## src/rtl/morse_element_sequencer.sv

```systemverilog
// Morse element sequencer: times key marks and spaces, classifies dot/dash,
// assembles characters and hands them off over a valid/ack handshake.
module morse_element_sequencer #(
  parameter int unsigned TICK_DIV = 50000,
  parameter int unsigned DOT_MAX  = 200,
  parameter int unsigned CHAR_GAP = 300,
  parameter int unsigned WORD_GAP = 700,
  parameter int unsigned MAX_LEN  = 6,
  parameter int unsigned CNT_W    = 12
) (
  input  logic               C,
  input  logic               nR,
  input  logic               M,
  input  logic               Ack,
  output logic [MAX_LEN-1:0] Code,
  output logic [2:0]         Len,
  output logic               Ovf,
  output logic               CharV,
  output logic               Lost,
  output logic               WordV,
  output logic [1:0]         StatusY
);

  localparam int unsigned PRE_W = (TICK_DIV > 1) ? $clog2(TICK_DIV) : 1;
  localparam logic [PRE_W-1:0] PRE_LAST  = PRE_W'(TICK_DIV - 1);
  localparam logic [CNT_W-1:0] DOT_LIM   = CNT_W'(DOT_MAX);
  localparam logic [CNT_W-1:0] CHAR_LAST = CNT_W'(CHAR_GAP - 1);
  localparam logic [CNT_W-1:0] WORD_LAST = CNT_W'(WORD_GAP - 1);
  localparam logic [2:0]       LEN_MAX   = 3'(MAX_LEN);

  typedef enum logic [1:0] {
    S_IDLE  = 2'b00,
    S_MARK  = 2'b01,
    S_SPACE = 2'b10,
    S_GAP   = 2'b11
  } state_t;

  state_t             r_state;
  logic [PRE_W-1:0]   r_pre;
  logic [CNT_W-1:0]   r_dur;
  logic [MAX_LEN-1:0] r_acc_code;
  logic [2:0]         r_acc_len;
  logic               r_acc_ovf;

  logic               w_tick;
  logic [CNT_W-1:0]   w_dur_inc;
  logic               w_is_dash;
  logic               w_char_end;
  logic               w_word_end;
  logic [MAX_LEN-1:0] w_bit_mask;

  assign w_tick     = (r_pre == PRE_LAST);
  assign w_dur_inc  = (r_dur == {CNT_W{1'b1}}) ? r_dur : r_dur + CNT_W'(1);
  assign w_is_dash  = (r_dur >= DOT_LIM);
  assign w_char_end = w_tick && (r_dur == CHAR_LAST);
  assign w_word_end = w_tick && (r_dur == WORD_LAST);
  assign w_bit_mask = MAX_LEN'(1) << r_acc_len;
  assign StatusY    = r_state;

  // Timing, accumulation, state sequencing and handshake in one registered process
  always_ff @(posedge C or negedge nR) begin
    if (!nR) begin
      r_state    <= S_IDLE;
      r_pre      <= '0;
      r_dur      <= '0;
      r_acc_code <= '0;
      r_acc_len  <= '0;
      r_acc_ovf  <= 1'b0;
      Code       <= '0;
      Len        <= '0;
      Ovf        <= 1'b0;
      CharV      <= 1'b0;
      Lost       <= 1'b0;
      WordV      <= 1'b0;
    end else begin
      WordV <= 1'b0;
      r_pre <= w_tick ? '0 : r_pre + PRE_W'(1);
      if (w_tick) begin
        r_dur <= w_dur_inc;
      end
      if (CharV && Ack) begin
        CharV <= 1'b0;
      end

      case (r_state)
        S_IDLE: begin
          if (M) begin
            r_state    <= S_MARK;
            r_pre      <= '0;
            r_dur      <= '0;
            r_acc_code <= '0;
            r_acc_len  <= '0;
            r_acc_ovf  <= 1'b0;
          end
        end

        S_MARK: begin
          if (!M) begin
            // Key released: classify the mark and append it if there is room
            if (r_acc_len < LEN_MAX) begin
              r_acc_code <= w_is_dash ? (r_acc_code | w_bit_mask) : r_acc_code;
              r_acc_len  <= r_acc_len + 3'd1;
            end else begin
              r_acc_ovf  <= 1'b1;
            end
            r_state <= S_SPACE;
            r_pre   <= '0;
            r_dur   <= '0;
          end
        end

        S_SPACE: begin
          if (w_char_end) begin
            // Character complete: present it and start a fresh accumulator
            Code       <= r_acc_code;
            Len        <= r_acc_len;
            Ovf        <= r_acc_ovf;
            CharV      <= 1'b1;
            if (CharV && !Ack) begin
              Lost <= 1'b1;
            end
            r_acc_code <= '0;
            r_acc_len  <= '0;
            r_acc_ovf  <= 1'b0;
            r_state    <= M ? S_MARK : S_GAP;
            r_pre      <= '0;
            r_dur      <= '0;
          end else if (M) begin
            r_state <= S_MARK;
            r_pre   <= '0;
            r_dur   <= '0;
          end
        end

        S_GAP: begin
          if (M) begin
            r_state <= S_MARK;
            r_pre   <= '0;
            r_dur   <= '0;
          end else if (w_word_end) begin
            WordV   <= 1'b1;
            r_state <= S_IDLE;
            r_pre   <= '0;
            r_dur   <= '0;
          end
        end

        default: begin
          r_state <= S_IDLE;
        end
      endcase
    end
  end

endmodule

```

## config.mk

```make
export PLATFORM = sky130hd
export DESIGN_NAME = morse_element_sequencer
export DESIGN_NICKNAME = d
export VERILOG_FILES = /design/src/rtl/morse_element_sequencer.sv
export SDC_FILE = /design/constraint.sdc
export NUM_CORES = 1
export LEC_CHECK = 0
export ABC_AREA = 0
export CAP_MARGIN = 20
export CELL_PAD_IN_SITES_DETAIL_PLACEMENT = 0
export CELL_PAD_IN_SITES_GLOBAL_PLACEMENT = 1
export CORE_UTILIZATION = 45
export DETAILED_ROUTE_END_ITERATION = 10
export PLACE_DENSITY_LB_ADDON = 0.1
export RECOVER_POWER = 50
export SLEW_MARGIN = 10
export SYNTH_ARGS = -nofsm -noshare
export SYNTH_HDL_FRONTEND = slang
export SYNTH_SLANG_ARGS = --single-unit
export TNS_END_PERCENT = 1
```

## constraint.sdc

```tcl
create_clock -name C -period 3.3 [get_ports C]
set_clock_uncertainty 0.1 [all_clocks]
set_input_delay 0.495 -clock C [delete_from_list [all_inputs] [get_ports C]]
set_output_delay 0.495 -clock C [all_outputs]
set_load 0.1 [all_outputs]
```

==> metrics <==
port bufs 18; IO Pins 19; CTS max path bufs 2; Slew headroom 21.11%; RePlAce Congestion about 0.83; Synth Warn # 0; EDFF count, synth 0; synth unique cells 48; CTS Hold Bufs 0; DRT Wirelength 5.336 mm; status finished clean; Final Hold Fails 0; grt met1 use about 26%; WP buf/inv 1; fin crit share between 70% and 80%; TritonCTS clock tree built; Netlist Area Pre-Place 0.002649 sq mm; chip width approximately 79 microns; top cells by area, synth dfrtp_1 (50%), xnor2_1 (4.6%), nand2_1 (4.5%), nor2_1 (4.5%), ha_1 (3.8%); power density over the cells 434.8 mW/mm^2; number of synthesized register bits 53; M3 GR Usage 3.793%; Period minus WS final between 2000 and 3000 ps; DRC viols 0; Fillers roughly 580; number of diodes 0; Post-Route Setup TNS 0 ps; H-tree levels 2; Antenna Violating Nets Remaining 0; Via Count a little over 2k; cell family with most CP delay simple AND/OR/NAND/NOR gates; Root Driver clkbuf_8; layout cell share with drive strength beyond 1 6.780%; Leak approximately 1.3 nW; initial drt markers 76; first drt pass iteration count 4; grt peak-use layer met2; sequential area share after synthesis 50.07%; GRT Resource Usage Total between 10% and 20%; first-pass GRT wire length between 9 and 10 mm; Hold Crit Class input pin to async pin; final setup violation count 0; Most used DFF post-synth dfrtp_1; fmax between 300 and 400 MHz; Mapped Nets approximately 290; largest net degree at the start of global routing 33; Core ar. approximately 0.0056 sq mm; area leader, netlist dfrtp_1; Max IR drop VDD approximately 0.00023 V; commonest cells after routing, fill and taps aside dfrtp_1 (53), nand2_1 (32), nor2_1 (32); CP Capture Type register; critical path's slowest cell nor4_2; Worst Path Arrival 2690 ps; Synth top area share between 50% and 60%; Max-Cap Viols 0; number of nets in the layout 306; dpl hpwl ~3.8 mm; num rows 27; Crit path largest cell delay 600 ps; Initial Util ~48%; routed length per instance around 15 microns; Setup Fix Bufs, Post-CTS 0; Die Footprint approximately 0.0062 sq mm; Post-synth ARST share between 90% and 100%; max-slew violation count 0; grt ovf 0; vias in the first global route roughly 2.0k; met2 Usage GRT 31.91%; Mapped Cells approximately 270; post-cts sizing count 0; required time of the critical path about 3400 ps; crit-path cells or4b_4 -> nor4_2 -> a31oi_1 -> o311ai_1 -> buf_4 -> a211oi_1; actual slew at the worst max-slew pin approximately 1200 ps; CTS buffer count 5; most common cell after layout, fill and taps aside dfrtp_1; antenna violations before repair 0; die height 78.72 microns; WHS 296.1 ps; CP Max Fanout 12; syn_area_per_cell around 9.7 sq um; unrepaired setup endpoints after global routing no; vias per inst 5.589; Worst setup SP type register; area grow syn2layout 11.57%; clk sinks 53; WS Path Type register to register; clock slew at reported path FFs 100 ps; clk_lat worst skew 310 ps
-- layout make-up --
| class | instances | area, sq um | share of cell area (%) |
|---|---|---|---|
| clock inverter | 3 | 25.02 | 0.8467 |
| timing repair buffer | 23 | 165.2 | 5.588 |
| sequential | 53 | 1326 | 44.88 |
| multi-input combinational | 196 | 1224 | 41.41 |
| clock buffer | 5 | 68.82 | 2.329 |
| inverter | 15 | 56.30 | 1.905 |
| tap | 72 | 90.09 | 3.048 |
-- path summary, 6_finish.rpt --
| path | startpoint | to | slack, ps | cells after the start |
|---|---|---|---|---|
| max | r_pre[5] | r_dur[7] | 690 | 6 |
| min | nR | r_acc_len[2] | 300 | 1 |
| max reg2reg | r_pre[5] | r_dur[7] | 690 | 6 |
| min reg2reg | r_pre[0] | r_pre[0] | 350 | 1 |
| max in group asynchronous | nR | r_pre[7] | 1430 | 2 |
| min in group C | r_pre[0] | r_pre[0] | 350 | 1 |
-- cell families after synthesis --
kind of cell / count (synthesis) / synth area share (%)
simple gates: 118 / 22.86
flops: 53 / 50.07
compound gates: 46 / 11.38
buf+inv: 24 / 3.732
xor+xnor: 20 / 6.613
fa+ha+maj: 8 / 3.779
mux: 4 / 1.559
-- flip-flops by register name, indices dropped and copies added, names as in the netlist --
register,cells
r_pre,16
Len,3
r_dur,12
Code,6
WordV,1
StatusY,2
Lost,1
r_acc_ovf,1
Ovf,1
r_acc_code,6
r_acc_len,3
CharV,1
-- routing by layer --
metal / vias up / wire length [microns]
met5: - / 0
met4: 0 / 61
met3: 6 / 186
met2: 41 / 2542
met1: 999 / 2545
li1: 1005 / -
-- power breakdown --
part / total [mW] / switching (mW) / internal (mW)
registers: 0.723 / 0.0455 / 0.677
clock network: 0.386 / 0.231 / 0.155
logic: 0.176 / 0.111 / 0.0650
total: 1.29 / 0.387 / 0.898
-- cells in the mapped netlist (2+ instances only) --
cell type,number
or4bb_1,2
a31oi_1,5
clkbuf_1,7
mux2i_1,3
nor2_1,32
o31ai_1,2
and3_1,7
a21oi_1,4
nand3_1,10
ha_1,8
and4_1,2
nand4_1,7
xor2_1,6
dfrtp_1,53
o21ai_0,18
inv_1,15
nor3_1,8
o22a_1,2
xnor2_1,14
a211oi_1,3
nor4b_1,3
nor4_1,5
nand2_1,32
-- per-stage QoR --
stage	std cells	cell area [sq um]	utilization, %	worst slack, ps	total power [mW]
after detailed placement	359	2892	51.87	749.2	0.9175
after global routing	367	2955	53.02	619.5	1.355
after global placement	359	2892	51.87	863.4	0.9173
final	367	2955	53.02	687.7	1.285
after floorplan	273	2649	-	724.4	0.8530
after CTS	367	2985	53.56	716.9	1.306
No activity file was read; power rests on OpenSTA's default activity.
